<file path="src/rtl/dff_pipe_pkg.sv">
// dff_pipe_pkg: shared constants and helpers for the dff_pipe elastic pipeline.
//   CLK_RISE / CLK_FALL : values for the CLK_EDGE parameter
//   occ_width(depth)    : bit width needed to count 0..depth valid stages
package dff_pipe_pkg;

   localparam int CLK_RISE = 1;
   localparam int CLK_FALL = 0;

   function automatic int occ_width(input int depth);
      return $clog2(depth + 1);
   endfunction

endpackage

</file>
<file path="src/rtl/dff_pipe_stage.sv">
// dff_pipe_stage: one valid+data register stage of the elastic pipeline.
// Ports:
//   clk      clock, active edge chosen by CLK_EDGE
//   clr      asynchronous active-high clear (valid=0, data=RESET_VAL)
//   en       clock enable; low holds all state
//   flush    synchronous flush (valid=0, data held) when en=1
//   load     stage may take new contents (downstream ready)
//   valid_i  incoming valid from previous stage / accept
//   data_i   incoming payload
//   valid_o  stage valid
//   data_o   stage payload
module dff_pipe_stage
   import dff_pipe_pkg::*;
#(
   parameter int               WIDTH     = 8,
   parameter int               CLK_EDGE  = CLK_RISE,
   parameter logic [WIDTH-1:0] RESET_VAL = '0
) (
   input  logic             clk,
   input  logic             clr,
   input  logic             en,
   input  logic             flush,
   input  logic             load,
   input  logic             valid_i,
   input  logic [WIDTH-1:0] data_i,
   output logic             valid_o,
   output logic [WIDTH-1:0] data_o
);

   logic             valid_q, valid_d;
   logic [WIDTH-1:0] data_q, data_d;

   // Data only moves with a valid item so bubbles never overwrite payload.
   always_comb begin
      valid_d = valid_q;
      data_d  = data_q;
      if (en) begin
         if (flush) begin
            valid_d = 1'b0;
         end else if (load) begin
            valid_d = valid_i;
            if (valid_i) begin
               data_d = data_i;
            end
         end
      end
   end

   generate
      if (CLK_EDGE == CLK_RISE) begin : g_rise
         always_ff @(posedge clk or posedge clr) begin
            if (clr) begin
               valid_q <= 1'b0;
               data_q  <= RESET_VAL;
            end else begin
               valid_q <= valid_d;
               data_q  <= data_d;
            end
         end
      end else begin : g_fall
         always_ff @(negedge clk or posedge clr) begin
            if (clr) begin
               valid_q <= 1'b0;
               data_q  <= RESET_VAL;
            end else begin
               valid_q <= valid_d;
               data_q  <= data_d;
            end
         end
      end
   endgenerate

   assign valid_o = valid_q;
   assign data_o  = data_q;

endmodule

</file>
<file path="src/rtl/dff_pipe.sv">
// dff_pipe: WIDTH-bit elastic register pipeline of DEPTH stages with
// valid/ready on both ends, bubble collapsing, clock enable, synchronous
// flush, async clear and selectable active clock edge.
// Ports:
//   clk, clr            clock (edge per CLK_EDGE) / async active-high clear
//   en, flush           clock enable / synchronous flush
//   in_valid, in_ready, in_data      upstream handshake and payload
//   out_valid, out_ready, out_data   downstream handshake and payload
//   occupancy           registered count of valid stages
module dff_pipe
   import dff_pipe_pkg::*;
#(
   parameter int               WIDTH     = 8,
   parameter int               DEPTH     = 4,
   parameter int               CLK_EDGE  = CLK_RISE,
   parameter logic [WIDTH-1:0] RESET_VAL = '0
) (
   input  logic                          clk,
   input  logic                          clr,
   input  logic                          en,
   input  logic                          flush,
   input  logic                          in_valid,
   output logic                          in_ready,
   input  logic [WIDTH-1:0]              in_data,
   output logic                          out_valid,
   input  logic                          out_ready,
   output logic [WIDTH-1:0]              out_data,
   output logic [occ_width(DEPTH)-1:0]   occupancy
);

   localparam int OW = occ_width(DEPTH);

   logic [DEPTH-1:0] valid;
   logic [WIDTH-1:0] data [DEPTH];
   logic [DEPTH-1:0] vin;
   logic [WIDTH-1:0] din  [DEPTH];
   logic [DEPTH:0]   rdy;
   logic             accept, drain;
   logic [OW-1:0]    occ_q, occ_d;

   // Ready ripples from the output back to the input; a stage is free if it
   // is empty or the stage after it can move.
   always_comb begin
      rdy        = '0;
      rdy[DEPTH] = out_ready;
      for (int unsigned k = 0; k < DEPTH; k++) begin
         rdy[DEPTH-1-k] = !valid[DEPTH-1-k] | rdy[DEPTH-k];
      end
   end

   assign in_ready  = en & ~flush & rdy[0];
   assign out_valid = en & ~flush & valid[DEPTH-1];
   assign out_data  = data[DEPTH-1];
   assign accept    = in_valid & in_ready;
   assign drain     = out_valid & out_ready;

   generate
      for (genvar i = 0; i < DEPTH; i++) begin : g_stage
         if (i == 0) begin : g_head
            assign vin[i] = accept;
            assign din[i] = in_data;
         end else begin : g_body
            assign vin[i] = valid[i-1];
            assign din[i] = data[i-1];
         end

         dff_pipe_stage #(
            .WIDTH     (WIDTH),
            .CLK_EDGE  (CLK_EDGE),
            .RESET_VAL (RESET_VAL)
         ) u_stage (
            .clk     (clk),
            .clr     (clr),
            .en      (en),
            .flush   (flush),
            .load    (rdy[i]),
            .valid_i (vin[i]),
            .data_i  (din[i]),
            .valid_o (valid[i]),
            .data_o  (data[i])
         );
      end
   endgenerate

   // accept/drain are already zero when en=0 or flush=1.
   always_comb begin
      occ_d = occ_q;
      if (en) begin
         if (flush) begin
            occ_d = '0;
         end else begin
            occ_d = occ_q + OW'(accept) - OW'(drain);
         end
      end
   end

   generate
      if (CLK_EDGE == CLK_RISE) begin : g_occ_rise
         always_ff @(posedge clk or posedge clr) begin
            if (clr) occ_q <= '0;
            else     occ_q <= occ_d;
         end
      end else begin : g_occ_fall
         always_ff @(negedge clk or posedge clr) begin
            if (clr) occ_q <= '0;
            else     occ_q <= occ_d;
         end
      end
   endgenerate

   assign occupancy = occ_q;

endmodule

</file>
<file path="config.mk">
export PLATFORM = sky130hd
export DESIGN_NAME = dff_pipe
export DESIGN_NICKNAME = d
export VERILOG_FILES = /design/src/rtl/dff_pipe_pkg.sv /design/src/rtl/dff_pipe_stage.sv /design/src/rtl/dff_pipe.sv
export SDC_FILE = /design/constraint.sdc
export NUM_CORES = 1
export LEC_CHECK = 0
export CAP_MARGIN = 5
export CORE_ASPECT_RATIO = 0.8
export CORE_UTILIZATION = 56
export DETAILED_ROUTE_END_ITERATION = 6
export PLACE_DENSITY = 0.83
export SLEW_MARGIN = 20
export SYNTH_ARGS = -nofsm -noshare
export SYNTH_HDL_FRONTEND = slang
export SYNTH_SLANG_ARGS = --single-unit
</file>
<file path="constraint.sdc">
create_clock -name clk -period 7.05 [get_ports clk]
set_input_delay 1.0575 -clock clk [delete_from_list [all_inputs] [get_ports clk]]
set_output_delay 1.0575 -clock clk [all_outputs]
set_load 0.005 [all_outputs]
</file>
### Word level (Yosys, flattened, before mapping)

Cells that the tools add are included.

| word-level totals | value |
|---|---|
| register bits | 39 |
| bits of input ports | 14 |

| operators by class | value |
|---|---|
| add/subtract/negate cells | 2 |
| multiplexer cells | 9 |
| bitwise gates (word level) | 10 |
| reduce and logical (&&, ||, !) cells | 16 |

Operators with widths:

| kind | number |
|---|---|
| $reduce_and 4->1 | 4 |
| $mux 1 | 8 |
| $reduce_and 2->1 | 4 |
| $reduce_bool 2->1 | 4 |
| $and 1x1->1 | 5 |
| $logic_not 1->1 | 4 |
| $or 1x1->1 | 4 |
| $add 3x1->3 | 1 |
| $mux 3 | 1 |
| $sub 3x1->3 | 1 |
| $not 1->1 | 1 |

### Logic depth before layout (Yosys ltp)

| depth | value |
|---|---|
| word-level depth | 10 |
| gate-level depth with buffers | 12 |
| depth with buffers taken out | 11 |

### Modules after synthesis

Synthesis repeated with hierarchy kept, for this count alone.

| second synthesis, totals | value |
|---|---|
| cell total of the unflattened synthesis | 117 |
| area, all modules | 1,726.7 sq um |

Modules (own cells, without submodules):

| module | instances | cells each | area an instance (sq um) | seq. area each (sq um) |
|---|---|---|---|---|
| dff_pipe_stage | 4 | 22 | 361.6 | 225.2 |
| dff_pipe | 1 | 29 | 280.3 | 75.1 |

### Worst setup path before layout

OpenSTA, ideal clock, no wires.

| timing path | value |
|---|---|
| path type | in2reg |
| from | input port en |
| to | register occ_q[2], in the netlist occupancy[2] |
| setup time | 0.121 ns |
| data arrival time | 2.984 ns |
| required time | 6.929 ns |
| path slack | 3.945 ns |
| stages | 12 |
| cells stage by stage | buf_2 -> and3b_1 -> a21boi_4 -> inv_1 -> ha_1 -> inv_1 -> ha_1 -> inv_1 -> fa_1 -> xor2_1 -> o21ai_0 -> a22o_1 |

| between the ends | value |
|---|---|
| longest elaborated chain between the ends | 6 |
| elaborated cells on any way between the ends | 8 |
| classes of those cells | add/sub: 2; mux: 1; bitwise: 5 |

RTL lines:

| element | line | RTL |
|---|---|---|
| from (decl) | dff_pipe.sv:20 | `input logic en,` |
| $and 1x1->1 | dff_pipe.sv:51, dff_pipe.sv:52 |  |
| $and 1x1->1 | dff_pipe.sv:51 | `assign in_ready = en & ~flush & rdy[0];` |
| $and 1x1->1 | dff_pipe.sv:54 | `assign accept = in_valid & in_ready;` |
| $add 3x1->3 | dff_pipe.sv:92 | `occ_d = occ_q + OW'(accept) - OW'(drain);` |
| $sub 3x1->3 | dff_pipe.sv:92 |  |
| $mux 3 | dff_pipe.sv:89 | `if (flush) begin` |
| to (signal assigned) | dff_pipe.sv:100 | `if (clr) occ_q <= '0;` |
| to (signal assigned) | dff_pipe.sv:101 | `else occ_q <= occ_d;` |
| to (decl) | dff_pipe.sv:39 | `logic [OW-1:0] occ_q, occ_d;` |

Several ways; a longest one is shown, not always the timed one.
A chain may end at the register's enable or synchronous reset.

### Worst setup path in the final report

| timing path | value |
|---|---|
| from | input port en |
| to | output port out_valid |

| between the ends | value |
|---|---|
| longest elaborated chain between the ends | 2 |

RTL lines:

| element | line | RTL |
|---|---|---|
| $and 1x1->1 (2 in series) | dff_pipe.sv:52 | `assign out_valid = en & ~flush & valid[DEPTH-1];` |
| to (decl) | dff_pipe.sv:25 | `output logic out_valid,` |

No other way between the ends.

==> run metrics <==
outcome=complete, no violations; IO Count=27; Die X=63.7 µm; vias in the first global route=about 1,000; max-cap violations=0; Starting Density=60.3%; Seq cells post-synth=39; CP required=5.99 ns; HPWL after DPL=2020 µm; DRC Markers=0; Worst-path clk slew=0.07 ns; ys async rst share=100%; Bufs on Longest Clock Path=2; CP max-delay cell=clkdlybuf4s50_1; fin. max-slew vios=0; setup violators final=0; CP most frequent cell=clkdlybuf4s50_1; crit end category=output port; first-pass GRT wire length=4730 µm; Nets=160; fraction of layout cells with a size suffix above 1=~28%; via count=980; CTS Root Cell=clkbuf_8; switching pwr=0.128 mW; Total GRT Usage=19.9%; actual slew at the worst max-slew pin=0.483 ns; row count=17; CTS buffer count=5; port bufs=26; count of cell types in the netlist=26; Synth Instances=120; # diodes=0; total gr overflow=0; Syn Area/Cell=14.2 µm²; Seq/Total Area, Yosys=57.2%; CTS tree=done; total negative slack=0 ns; GPL Wtd Cong=approximately 0.78; combinational power share=16.9%; Worst path top cell family by delay=buffers and inverters; Syn Nets=137; critical-path cell list=clkdlybuf4s50_1, nor2b_4, and2_1, clkdlybuf4s50_1; Core Box Area=2830 µm²; Primary FF master, synth=dfrtp_1; Post-synth EDFFs=0; post-layout min period=3.67 ns; CP max FO=10; DR iter-0 viols=14; Worst slew margin=roughly 68%; Lkg Pwr=0.944 nW; Max stage delay on crit path=0.65 ns; Net Sw Frac=23.9%; Area growth syn-to-layout=17.6%; Peak Freq=~270 MHz; DR WL/cell=around 15 µm; Final ANT Viol Nets=0; Worst Path Buf+Inv=2; PostCTS Resize Cnt=0; mapped cell area=roughly 1700 µm²; WP data arrival=2.61 ns; first-pass iteration count of the detailed router=4; RSZ-0062 raised after global routing=no; sequential share of power=57.9%; commonest cells in the netlist=dfrtp_1, mux2_2, buf_4; WL final=2720 µm; dominant cell by count in the synthesized netlist=dfrtp_1; Ys Warns=0; VDD IR max=185 µV; crit path kind=in -> out; cell taking the most area after synthesis=dfrtp_1; cell internal pwr=0.406 mW; hold-fix buffers at CTS=0; fin crit share=between 50% and 60%; final core utilization=70.9%; Fin. Hold Viols=0; cell area power density=roughly 270 nW/µm²; area share of the leading cell type in the synthesized netlist=about 57%; initial antenna violation count=0; Setup Fix Bufs, Post-CTS=0; Die H=between 50 and 60 µm; fillers=between 200 and 250; clock latency on the worst-skew pair=0.28 ns; Max Clock Skew=0.00479 ns; top post-synthesis cells by area=dfrtp_1, mux2_2, buf_4; DIE AREA=~3300 µm²; largest net degree at the start of global routing=40; clock sink count=39; HP Class=reg -> reg; startpoint types=input port; Clock H-tree levels=2; Clk pwr share=25.2%; Vias/cell=5.44
sequential cells by signal, summed over array words and instances, names as in the netlist:
signal                   cells
occupancy                    3
g_stage.u_stage.data_o      32
g_stage.u_stage.valid_o      4
worst register-to-register path, delay by kind of cell, from the launching register on:
family | cells | cell delay [ns]
adders and majority gates | 3 | 0.80
AOI/OAI and AO/OA | 3 | 0.61
DFF | 1 | 0.43
and+or+nand+nor | 1 | 0.28
buffers and inverters | 3 | 0.19
xor gates and xnor gates | 1 | 0.18
final timing paths:
path	slack [ns]	startpoint	cells past startpoint	endpoint
worst max register to register	4.46	g_stage[2].u_stage.valid_o$_DFFE_PP0P_	11	occupancy[2]$_DFFE_PP0P_
worst max-delay path	3.38	en	4	out_valid
worst min-delay path	0.49	g_stage[3].u_stage.data_o[1]$_DFFE_PP0P_	1	g_stage[3].u_stage.data_o[1]$_DFFE_PP0P_
worst min register to register	0.49	g_stage[3].u_stage.data_o[1]$_DFFE_PP0P_	1	g_stage[3].u_stage.data_o[1]$_DFFE_PP0P_
min in group asynchronous	1.19	clr	3	g_stage[3].u_stage.data_o[2]$_DFFE_PP0P_
max in group asynchronous	5.51	clr	3	g_stage[0].u_stage.data_o[4]$_DFFE_PP0P_
cells by family after synthesis:
logic type      synth area share, %
flops                          57.2
compound gates                 5.87
buf+inv                        6.46
mux                            21.8
fa+ha+maj                      2.64
simple gates                   5.50
xor+xnor                      0.514
area by class of cell:
cell class	count	area, µm²	area share [%]
Sequential cell	39	976	48.7
Multi-Input combinational cell	64	619	30.9
Clock buffer	6	72.6	3.62
Timing Repair Buffer	27	268	13.4
Inverter	6	22.5	1.12
Tap cell	38	47.5	2.37
stage by stage:
step | setup slack [ns] | area, µm² | hold slack (ns) | total power, mW | instances
after floorplan | 3.95 | 1710 | 0.459 | 0.369 | 120
after global placement | 3.35 | 1930 | 0.467 | 0.396 | 174
after detailed placement | 3.18 | 1930 | 0.483 | 0.406 | 174
after CTS | 3.39 | 2010 | 0.497 | 0.539 | 180
after global routing | 3.31 | 2010 | 0.523 | 0.561 | 180
final | 3.38 | 2010 | 0.488 | 0.534 | 180
metal layers:
metal	up-vias	share of wire, %	track usage (%)
li1	453	-	-
met1	502	47	25.4
met2	23	48	31.2
met3	2	3.9	6.70
met4	0	0.92	7.95
met5	-	0	0
power groups by stage:
stage                     clock (mW)  sequential [mW]  combinational, mW
after detailed placement           0            0.314             0.0918
after CTS                      0.137            0.310             0.0916
after global placement             0            0.309             0.0868
after global routing           0.145            0.316             0.0998
after floorplan                    0            0.300             0.0692
final                          0.135            0.309             0.0902
cell usage in the layout (no fill, tap or decap):
cell type         n
mux2_1            2
nand2b_1          2
clkbuf_1          1
fa_1              1
o21ai_0           5
clkdlybuf4s50_1  26
o211ai_2          1
a21o_1            2
inv_1             6
clkbuf_8          5
nand4b_1          1
nand2_1           2
ha_1              2
buf_4             1
nor2_1            2
a21boi_4          1
and2_1            1
mux2_2           31
o22ai_1           1
a22o_1            2
dfrtp_1          39
xor2_1            1
and3b_1           1
nor2b_4           1
and3_1            3
and4b_1           1
a21oi_1           1
Note: power is estimated with default switching activity, not from simulation.
